### src/rtl/ctrl_pkg.sv
// Shared encodings for the multicycle MIPS-subset control: opcodes, functs, ALU/PC/mux codes,
// FSM state constants and the ALU operation class handed to control_alu.
package ctrl_pkg;

  localparam logic [5:0] OpRtype = 6'h00;
  localparam logic [5:0] OpJ     = 6'h02;
  localparam logic [5:0] OpBeq   = 6'h04;
  localparam logic [5:0] OpAddi  = 6'h08;
  localparam logic [5:0] OpAndi  = 6'h0C;
  localparam logic [5:0] OpOri   = 6'h0D;
  localparam logic [5:0] OpLw    = 6'h23;
  localparam logic [5:0] OpSw    = 6'h2B;

  localparam logic [5:0] FnAdd = 6'h20;
  localparam logic [5:0] FnSub = 6'h22;
  localparam logic [5:0] FnAnd = 6'h24;
  localparam logic [5:0] FnOr  = 6'h25;
  localparam logic [5:0] FnSlt = 6'h2A;

  localparam logic [3:0] AluAnd = 4'b0000;
  localparam logic [3:0] AluOr  = 4'b0001;
  localparam logic [3:0] AluAdd = 4'b0010;
  localparam logic [3:0] AluSub = 4'b0110;
  localparam logic [3:0] AluSlt = 4'b0111;

  localparam logic [1:0] PcSrcInc    = 2'b00;
  localparam logic [1:0] PcSrcBranch = 2'b01;
  localparam logic [1:0] PcSrcJump   = 2'b10;

  localparam logic [1:0] SrcBReg   = 2'b00;
  localparam logic [1:0] SrcBFour  = 2'b01;
  localparam logic [1:0] SrcBImm   = 2'b10;
  localparam logic [1:0] SrcBImmSh = 2'b11;

  typedef enum logic [2:0] {
    AluClsAdd, AluClsSub, AluClsFunct, AluClsAnd, AluClsOr
  } alu_cls_e;

  localparam logic [3:0] StIdle    = 4'd0;
  localparam logic [3:0] StFetch   = 4'd1;
  localparam logic [3:0] StDecode  = 4'd2;
  localparam logic [3:0] StExecR   = 4'd3;
  localparam logic [3:0] StExecI   = 4'd4;
  localparam logic [3:0] StMemAddr = 4'd5;
  localparam logic [3:0] StMemLd   = 4'd6;
  localparam logic [3:0] StMemSt   = 4'd7;
  localparam logic [3:0] StWbR     = 4'd8;
  localparam logic [3:0] StWbI     = 4'd9;
  localparam logic [3:0] StWbMem   = 4'd10;
  localparam logic [3:0] StBranch  = 4'd11;
  localparam logic [3:0] StJump    = 4'd12;

endpackage

### src/rtl/control_multiciclo_if.sv
// Memory request/acknowledge handshake between the control FSM and instruction/data memory.
interface control_multiciclo_if;
  logic MEM_REQ;
  logic MEM_WE;
  logic IORD;
  logic MEM_ACK;

  modport master (output MEM_REQ, output MEM_WE, output IORD, input MEM_ACK);
  modport slave  (input MEM_REQ, input MEM_WE, input IORD, output MEM_ACK);
endinterface

### src/rtl/control_alu.sv
// Combinational ALU-operation decoder: operation class plus FUNCT to ALU_OP, and a flag telling
// whether FUNCT is one of the supported R-type codes.
module control_alu
  import ctrl_pkg::*;
(
  input  alu_cls_e   cls_i,
  input  logic [5:0] funct_i,
  output logic [3:0] alu_op_o,
  output logic       funct_ilegal_o
);

  logic [3:0] funct_op;

  always_comb begin
    funct_op       = AluAdd;
    funct_ilegal_o = 1'b0;
    case (funct_i)
      FnAdd:   funct_op = AluAdd;
      FnSub:   funct_op = AluSub;
      FnAnd:   funct_op = AluAnd;
      FnOr:    funct_op = AluOr;
      FnSlt:   funct_op = AluSlt;
      default: funct_ilegal_o = 1'b1;
    endcase
  end

  always_comb begin
    alu_op_o = AluAdd;
    case (cls_i)
      AluClsAdd:   alu_op_o = AluAdd;
      AluClsSub:   alu_op_o = AluSub;
      AluClsFunct: alu_op_o = funct_op;
      AluClsAnd:   alu_op_o = AluAnd;
      AluClsOr:    alu_op_o = AluOr;
      default:     alu_op_o = AluAdd;
    endcase
  end

endmodule

### src/rtl/control_multiciclo.sv
// Multicycle main control FSM: sequences fetch/decode/execute/memory/write-back, drives datapath
// strobes (register bank strobes active-low), tracks illegal instructions and retired count.
module control_multiciclo
  import ctrl_pkg::*;
(
  input  logic                        reloj,
  input  logic                        reset,
  control_multiciclo_if.master        mem,
  input  logic [5:0]                  OPCODE,
  input  logic [5:0]                  FUNCT,
  input  logic                        ZERO,
  output logic                        IR_WR,
  output logic                        PC_WR,
  output logic [1:0]                  PC_SRC,
  output logic                        REG_RD,
  output logic                        REG_WR,
  output logic                        REG_DST,
  output logic                        MEM_TO_REG,
  output logic                        SEL_I,
  output logic                        ALU_SRC_A,
  output logic [1:0]                  ALU_SRC_B,
  output logic [3:0]                  ALU_OP,
  output logic                        ILEGAL,
  output logic [31:0]                 INSTR_CNT
);

  logic [3:0]  state_q, state_d;
  logic        ilegal_q, ilegal_d;
  logic [31:0] cnt_q, cnt_d;
  logic        mem_req, mem_we, iord;
  logic        alu_en;
  alu_cls_e    alu_cls;
  logic [3:0]  alu_op_raw;
  logic        funct_ilegal;

  // Kept apart from the main decode so the ALU sub-module sits outside that block's fan-in.
  always_comb begin
    alu_cls = AluClsAdd;
    alu_en  = 1'b0;
    case (state_q)
      StFetch, StDecode, StMemAddr: alu_en = 1'b1;
      StExecR: begin alu_en = 1'b1; alu_cls = AluClsFunct; end
      StBranch: begin alu_en = 1'b1; alu_cls = AluClsSub; end
      StExecI: begin
        alu_en = 1'b1;
        if (OPCODE == OpAndi)     alu_cls = AluClsAnd;
        else if (OPCODE == OpOri) alu_cls = AluClsOr;
      end
      default: ;
    endcase
  end

  control_alu u_alu (
    .cls_i          (alu_cls),
    .funct_i        (FUNCT),
    .alu_op_o       (alu_op_raw),
    .funct_ilegal_o (funct_ilegal)
  );

  assign ALU_OP = alu_en ? alu_op_raw : 4'b0000;

  always_comb begin
    state_d    = state_q;
    ilegal_d   = ilegal_q;
    cnt_d      = cnt_q;
    mem_req    = 1'b0;
    mem_we     = 1'b0;
    iord       = 1'b0;
    IR_WR      = 1'b0;
    PC_WR      = 1'b0;
    PC_SRC     = PcSrcInc;
    REG_RD     = 1'b1;
    REG_WR     = 1'b1;
    REG_DST    = 1'b0;
    MEM_TO_REG = 1'b0;
    SEL_I      = 1'b0;
    ALU_SRC_A  = 1'b0;
    ALU_SRC_B  = SrcBReg;
    case (state_q)
      StIdle: state_d = StFetch;
      StFetch: begin
        mem_req   = 1'b1;
        ALU_SRC_B = SrcBFour;
        if (mem.MEM_ACK) begin
          IR_WR   = 1'b1;
          PC_WR   = 1'b1;
          state_d = StDecode;
        end
      end
      StDecode: begin
        REG_RD    = 1'b0;
        ALU_SRC_B = SrcBImmSh;
        SEL_I     = 1'b1;
        case (OPCODE)
          OpRtype: begin
            if (funct_ilegal) begin
              ilegal_d = 1'b1;
              state_d  = StFetch;
            end else begin
              state_d = StExecR;
            end
          end
          OpAddi, OpAndi, OpOri: state_d = StExecI;
          OpLw, OpSw:            state_d = StMemAddr;
          OpBeq:                 state_d = StBranch;
          OpJ:                   state_d = StJump;
          default: begin
            ilegal_d = 1'b1;
            state_d  = StFetch;
          end
        endcase
      end
      StExecR: begin
        REG_RD    = 1'b0;
        ALU_SRC_A = 1'b1;
        state_d   = StWbR;
      end
      StExecI: begin
        REG_RD    = 1'b0;
        ALU_SRC_A = 1'b1;
        ALU_SRC_B = SrcBImm;
        SEL_I     = (OPCODE == OpAddi);
        state_d   = StWbI;
      end
      StMemAddr: begin
        REG_RD    = 1'b0;
        SEL_I     = 1'b1;
        ALU_SRC_A = 1'b1;
        ALU_SRC_B = SrcBImm;
        state_d   = (OPCODE == OpSw) ? StMemSt : StMemLd;
      end
      StMemLd: begin
        mem_req = 1'b1;
        iord    = 1'b1;
        if (mem.MEM_ACK) state_d = StWbMem;
      end
      StMemSt: begin
        mem_req = 1'b1;
        mem_we  = 1'b1;
        iord    = 1'b1;
        if (mem.MEM_ACK) begin
          state_d = StFetch;
          cnt_d   = cnt_q + 32'd1;
        end
      end
      StWbR, StWbI, StWbMem: begin
        REG_WR     = 1'b0;
        REG_DST    = (state_q == StWbR);
        MEM_TO_REG = (state_q == StWbMem);
        state_d    = StFetch;
        cnt_d      = cnt_q + 32'd1;
      end
      StBranch: begin
        REG_RD    = 1'b0;
        ALU_SRC_A = 1'b1;
        PC_SRC    = PcSrcBranch;
        PC_WR     = ZERO;
        state_d   = StFetch;
        cnt_d     = cnt_q + 32'd1;
      end
      StJump: begin
        PC_SRC  = PcSrcJump;
        PC_WR   = 1'b1;
        state_d = StFetch;
        cnt_d   = cnt_q + 32'd1;
      end
      default: state_d = StIdle;
    endcase
  end

  always_ff @(posedge reloj) begin
    if (reset) begin
      state_q  <= StIdle;
      ilegal_q <= 1'b0;
      cnt_q    <= 32'd0;
    end else begin
      state_q  <= state_d;
      ilegal_q <= ilegal_d;
      cnt_q    <= cnt_d;
    end
  end

  assign mem.MEM_REQ = mem_req;
  assign mem.MEM_WE  = mem_we;
  assign mem.IORD    = iord;
  assign ILEGAL      = ilegal_q;
  assign INSTR_CNT   = cnt_q;

endmodule

### src/flat_wrapper.sv
// flat-port wrapper written by rule: the top's interface ports become plain ports
module control_multiciclo_flat import ctrl_pkg::*;
  (reloj, reset, OPCODE, FUNCT, ZERO, IR_WR, PC_WR, PC_SRC, REG_RD, REG_WR, REG_DST, MEM_TO_REG, SEL_I, ALU_SRC_A, ALU_SRC_B, ALU_OP, ILEGAL, INSTR_CNT, mem_MEM_REQ, mem_MEM_WE, mem_IORD, mem_MEM_ACK);
  control_multiciclo_if mem_i ();
  input  logic reloj;
  input  logic reset;
  input  logic [5:0] OPCODE;
  input  logic [5:0] FUNCT;
  input  logic ZERO;
  output logic IR_WR;
  output logic PC_WR;
  output logic [1:0] PC_SRC;
  output logic REG_RD;
  output logic REG_WR;
  output logic REG_DST;
  output logic MEM_TO_REG;
  output logic SEL_I;
  output logic ALU_SRC_A;
  output logic [1:0] ALU_SRC_B;
  output logic [3:0] ALU_OP;
  output logic ILEGAL;
  output logic [31:0] INSTR_CNT;
  output wire logic [$bits(mem_i.MEM_REQ)-1:0] mem_MEM_REQ;
  output wire logic [$bits(mem_i.MEM_WE)-1:0] mem_MEM_WE;
  output wire logic [$bits(mem_i.IORD)-1:0] mem_IORD;
  input wire logic [$bits(mem_i.MEM_ACK)-1:0] mem_MEM_ACK;
  assign mem_MEM_REQ = mem_i.MEM_REQ;
  assign mem_MEM_WE = mem_i.MEM_WE;
  assign mem_IORD = mem_i.IORD;
  assign mem_i.MEM_ACK = mem_MEM_ACK;
  control_multiciclo u_core (.reloj(reloj), .reset(reset), .mem(mem_i), .OPCODE(OPCODE), .FUNCT(FUNCT), .ZERO(ZERO), .IR_WR(IR_WR), .PC_WR(PC_WR), .PC_SRC(PC_SRC), .REG_RD(REG_RD), .REG_WR(REG_WR), .REG_DST(REG_DST), .MEM_TO_REG(MEM_TO_REG), .SEL_I(SEL_I), .ALU_SRC_A(ALU_SRC_A), .ALU_SRC_B(ALU_SRC_B), .ALU_OP(ALU_OP), .ILEGAL(ILEGAL), .INSTR_CNT(INSTR_CNT));
endmodule
### config.mk
export PLATFORM = sky130hd
export DESIGN_NAME = control_multiciclo_flat
export DESIGN_NICKNAME = d
export VERILOG_FILES = /design/src/rtl/ctrl_pkg.sv /design/src/rtl/control_multiciclo_if.sv /design/src/rtl/control_alu.sv /design/src/rtl/control_multiciclo.sv /design/src/flat_wrapper.sv
export SDC_FILE = /design/constraint.sdc
export NUM_CORES = 1
export LEC_CHECK = 0
export CORE_MARGIN = 10
export CORE_UTILIZATION = 50
export CTS_BUF_LIST = sky130_fd_sc_hd__clkbuf_8
export DETAILED_ROUTE_END_ITERATION = 8
export PLACE_DENSITY = 0.83
export SYNTH_ARGS = -nofsm -noshare
export SYNTH_HDL_FRONTEND = slang
export SYNTH_SLANG_ARGS = --single-unit
### constraint.sdc
create_clock -name reloj -period 5.5 [get_ports reloj]
set_clock_uncertainty 0.1 [all_clocks]
set_input_delay 0.825 -clock reloj [delete_from_list [all_inputs] [get_ports reloj]]
set_output_delay 0.825 -clock reloj [all_outputs]
set_load 0.1 [all_outputs]
# [Word-level counts from Yosys, hierarchy flattened]
# Index checks and enable logic that the tools add are counted.
[totals] wordCells=89 regBits=37 output_inout_bits=52 input_bits=16
[classes] add_sub_neg=1 n_eq_ne=32 reduce_logical=20 n_mux=32 n_bitwise=1
[op_table] cell="32-bit one-hot mux with 2 select lines" n=1
[op_table] cell="6-bit equality test (second input constant)" n=7
[op_table] cell="32-bit by 1-bit adder with 32-bit output (second input constant)" n=1
[op_table] cell="32-bit two-way mux" n=1
[op_table] cell="4-bit one-hot mux with 8 select lines" n=1
[op_table] cell="4-bit equality test (second input constant)" n=5
[op_table] cell="4-bit one-hot mux with 5 select lines" n=1
[op_table] cell="6-bit by 4-bit equality test with 1-bit output (second input constant)" n=3
[op_table] cell="4-bit by 3-bit equality test with 1-bit output (second input constant)" n=4
[op_table] cell="4-bit two-way mux" n=4
[op_table] cell="4-bit one-hot mux with 4 select lines" n=1
[op_table] cell="5-bit OR reduction" n=3
[op_table] cell="1-bit two-way mux" n=13
[op_table] cell="3-bit one-hot mux with 4 select lines" n=1
[op_table] cell="6-bit OR reduction" n=2
[op_table] cell="3-bit one-hot mux with 3 select lines" n=1
[op_table] cell="3-bit OR reduction" n=3
[op_table] cell="4-bit by 2-bit equality test with 1-bit output (second input constant)" n=2
[op_table] cell="2-bit inequality test (second input constant)" n=4
[op_table] cell="2-bit OR reduction" n=4
[op_table] cell="7-bit OR reduction" n=1
[op_table] cell="3-bit by 2-bit equality test with 1-bit output (second input constant)" n=2
[op_table] cell="6-bit by 2-bit equality test with 1-bit output (second input constant)" n=1
[op_table] cell="6-bit by 3-bit equality test with 1-bit output (second input constant)" n=1
[op_table] cell="16 further kinds" n=19

# [Longest topological paths before layout]
[logic_depth] word_depth=7 ltp_mapped=7

# [Hierarchy]
# Synthesis repeated with hierarchy kept, for this count alone.
[hier_totals] cells_unflattened=318 hier_area_um2=2456.1
[modules_own_cells] mod="control_multiciclo" n_inst=1 area_each_um2=2319.7 seq_area_each_um2=740.7 cells_each=298
[modules_own_cells] mod="control_alu" n_inst=1 area_each_um2=136.4 seq_area_each_um2=0.0 cells_each=20

# [Worst setup path after synthesis]
# No wires, ideal clock.
[synth_path] path_kind="flip-flop to output port" startpoint="register u_core.state_q[1]" endpoint="output ALU_OP[1]" arrival_time_ns=3.485 stages_incl_launch_ff=6 path_slack_ns=1.090 t_required_ns=4.575 path_cell_list="dfxtp_1 -> clkbuf_1 -> clkbuf_1 -> nand2_1 -> a21oi_1 -> a22o_1"
[synth_between] elab_chain_cells=5
[synth_lines] element="start: declaration" line="control_multiciclo.sv:27" text="logic [3:0] state_q, state_d;"
[synth_lines] element="start signal: assignment" line="control_multiciclo.sv:173" text="state_q <= StIdle;"
[synth_lines] element="start signal: assignment" line="control_multiciclo.sv:177" text="state_q <= state_d;"
[synth_lines] element="4-bit by 3-bit equality test with 1-bit output (tied with other cells)" line="control_multiciclo.sv:40" text="case (state_q)"
[synth_lines] element="3-bit one-hot mux with 3 select lines" line="control_multiciclo.sv:40"
[synth_lines] element="3-bit equality test (tied with other cells)" line="control_alu.sv:29" text="case (cls_i)"
[synth_lines] element="4-bit one-hot mux with 4 select lines" line="control_alu.sv:29"
[synth_lines] element="4-bit two-way mux *" line="control_multiciclo.sv:60" text="assign ALU_OP = alu_en ? alu_op_raw : 4'b0000;"
[synth_lines] element="end: declaration" line="flat_wrapper.sv:20" text="output logic [3:0] ALU_OP;"
# Mark *: on every way between the ends. The rest lies on a longest branch, timed or not.

# [Worst setup path after layout]
[layout_path] startpoint="input OPCODE[3]" endpoint="output ALU_OP[1]"
[layout_between] elab_chain_cells=7
[layout_lines] element="start: declaration" line="flat_wrapper.sv:7" text="input logic [5:0] OPCODE;"
[layout_lines] element="6-bit by 4-bit equality test with 1-bit output" line="control_multiciclo.sv:47" text="else if (OPCODE == OpOri) alu_cls = AluClsOr;"
[layout_lines] element="3-bit two-way mux" line="control_multiciclo.sv:47"
[layout_lines] element="3-bit two-way mux *" line="control_multiciclo.sv:46" text="if (OPCODE == OpAndi) alu_cls = AluClsAnd;"
[layout_lines] element="3-bit one-hot mux with 3 select lines *" line="control_multiciclo.sv:40"
[layout_lines] element="3-bit equality test (tied with other cells)" line="control_alu.sv:29"
[layout_lines] element="4-bit one-hot mux with 4 select lines *" line="control_alu.sv:29"
[layout_lines] element="4-bit two-way mux *" line="control_multiciclo.sv:60"
# Marked as above.

==> impl_results.md <==
- Initial antenna violation count: 0
- Placed Instances: between 400 and 500
- DRT Pass-1 Iters: 4
- Synthesized area: roughly 2400 µm²
- Commonest non-fill, non-tap cell in the layout: clkdlybuf4s50_1
- Largest stage delay, worst path: 0.97 ns
- Final slew viol count: 0
- Final period util: 0.787
- Worst setup EP type: output pin
- Vert. Die Dim: 89.2 µm
- Most frequent cells in the layout: 66 x clkdlybuf4s50_1, 37 x dfxtp_1, 29 x nor2_1
- Async SR Flop Fraction: 0
- Core area: 4690 µm²
- Root Buffer Master: clkbuf_8
- Post-route ant nets: 0
- Combinational Power Share: 0.162
- Final count of negative-setup-slack endpoints: 0
- NumNets Final: between 300 and 400
- Post-Layout Cell Count: about 410
- Net Sw Frac: 0.280
- Crit-path max FO: 7
- Die width: slightly below 90 µm
- Area share of the largest cell type after synthesis: 0.310
- Max-cap violations: 0
- Reg2Reg Depth: 4
- Clock power share: 0.393
- CTS resizes: 0
- Register bit total from synthesis: 37
- Data required, critical path: approximately 4.6 ns
- Inserted Clock Buffers: 5
- Wire length on met2: about 3100 µm
- Sequential fraction of the synthesis area: 0.310
- Initial drt markers: 115
- Post-CTS setup buffers: 0
- Maximum VDD drop: around 140 µV
- Clk sinks: 37
- Synth cell types: 56
- DP HPWL: 4710 µm
- CTS max path bufs: 2
- Pint: about 450 µW
- Vias in the first global route: about 2.5k
- Via-to-Cell Ratio: 6.16
- Leading area contributor after synthesis: dfxtp_1
- CTS Hold Bufs: 0
- # IOs: about 70
- Worst slew pin tran: around 1 ns
- Startpoint Class: primary input
- Number of synthesized flops with an enable pin: 0
- IO buf count: 66
- Finished Core Util: 0.669
- Mapped Cells: 305
- H-tree levels: 2
- Max-slew headroom: 0.330
- Hold Path Depth: 2
- Syn Area/Cell: around 7.8 µm²
- R2R Setup Slk: about 3.0 ns
- Fmax: roughly 0.23 GHz
- Routed wl met3: approximately 640 µm
- Share of cells above drive strength 1: 0.0419
- Die area: around 8000 µm²
- Pin count of the biggest net entering global routing: 46
- Area delta synth->final: 31.3%
- Seq pwr share: 0.445
- Reg clk slew, reported paths: ~0.080 ns
- Synth area leaders: dfxtp_1 31%, a21oi_1 5.4%, o31ai_1 5.0%
- Hold_sp: u_core.ILEGAL
- Setup_tns: 0 ns
- Status: complete, no violations
- Hold Vio Cnt, Final: 0
- Data arrival, critical path: between 3 and 4 ns
- Initial core utilization: 0.510
- Top sig layer: met4
- Yosys Warn Count: 0
- Reg-to-Reg Start: u_core.state_q[1]
- Final WL: ~6600 µm
- Grt ovf: 0
- Row cnt: 25
- Power density over cell area: around 200 nW/µm²
- CTS tree: built
- Average wire per standard cell: between 15 and 20 µm
- RSZ-0062 raised after global routing: no
- Hold endpoint: u_core.ILEGAL
- Top_reg_cell synth: dfxtp_1
- Met1 WL: approximately 2800 µm
- Setup CP Type: in2out
- Worst slack, placed: ~1.2 ns
- Antenna cell count: 0
- Slowest CP cell: clkdlybuf4s50_1
- Post-layout min period: 4.33 ns
- Vias: about 2.5k
- Worst-Skew Late Latency: slightly below 0.3 ns
- Syn_nets: approximately 320
- Critical-path cell list: clkdlybuf4s50_1, nor4b_1, nand4_1, a22o_1, a22o_1, clkdlybuf4s50_1
- DRC Markers: 0
- PnR worst setup slack: ~1.2 ns
- First-pass GRT wire length: around 11000 µm
- Leak pwr: 0.00103 µW
- Min-delay worst type: reg2reg
- Tot GR Track Use: 0.170
- Routability cong.: between 0.7 and 0.8
- Switching power total: around 170 µW
- Critical R2R Capture: u_core.INSTR_CNT[24]
[area by class of cell]
type                    instances  area, µm²
repair buffers                 68        676
inverters                       8       30.0
flip-flops and latches         37        741
fillers                       414       1550
well taps                      54       67.6
clock inverters                 2       33.8
clock buffers                   6       82.6
multi-input cells             237       1510
[stage by stage]
| step | hold WS (ns) | total power, µW | cell area, µm² |
|---|---|---|---|
| global route | 0.422 | 644 | 3140 |
| floorplan | 0.517 | 352 | 2390 |
| detailed placement | 0.361 | 383 | 3020 |
| finish | 0.377 | 621 | 3140 |
| global placement | 0.365 | 382 | 3020 |
| CTS | 0.379 | 624 | 3140 |
[routing by layer]
layer | vias to the layer above | global-route usage
li1 | 1254 | -
met4 | 0 | 0.0491
met5 | - | 0
met2 | 73 | 0.282
met3 | 5 | 0.0638
met1 | 1206 | 0.200
[cell families (layout without fill, tap and decap cells)]
family,Yosys count,in the layout,synth area share
adders and majority gates,1,1,0.00523
muxes,11,11,0.0502
DFF,37,37,0.310
other,1,1,0.00157
AOI/OAI and AO/OA,74,74,0.214
and+or+nand+nor,145,145,0.342
xor gates and xnor gates,5,5,0.0183
buffers and inverters,31,84,0.0591
[worst max-delay path by stage]
| stage | from | end | slack [ns] | cells after the start |
|---|---|---|---|---|
| 2_1_floorplan | u_core.state_q[1] | ALU_OP[1] | 1.09 | 5 |
| 3_3_place_gp | OPCODE[3] | ALU_OP[1] | 1.23 | 6 |
| 3_5_place_dp | OPCODE[3] | ALU_OP[1] | 1.17 | 6 |
| 4_1_cts | OPCODE[3] | ALU_OP[1] | 1.17 | 6 |
| 5_1_grt | OPCODE[3] | ALU_OP[1] | 1.01 | 6 |
| 6_report | OPCODE[3] | ALU_OP[1] | 1.17 | 6 |
[critical path, delay by kind of cell]
family | cells | cell delay, ns
buffers and inverters | 2 | 1.55
AND/OR/NAND/NOR | 2 | 0.60
AO/OA/AOI/OAI | 2 | 0.43
[power groups by stage]
stage	Clock, µW	Combinational, µW	Sequential, µW
finish	244	101	276
global placement	0	99.8	282
detailed placement	0	100	282
global route	261	107	277
floorplan	0	71.7	280
CTS	247	101	276
[flip-flops by register name, indices dropped and copies added (netlist names)]
signal	cells
u_core.state_q	4
u_core.ILEGAL	1
u_core.INSTR_CNT	32
[Yosys cell counts (all sizes together) (3+ instances only)]
master and count:
clkbuf 12, or3 6, inv 8, dfxtp 37, nand2 21, nand3 10, a32oi 3, buf 11
nor2 29, a31oi 3, and3 3, o21ai 8, nand4 8, a21oi 26, and4 7, nand2b 8
o31ai 16, nor2b 13, mux2i 3, xor2 4, or4 16, and2 4, nor3 7, nor4 8
mux2 8
Power figures use the tool's default switching activity.
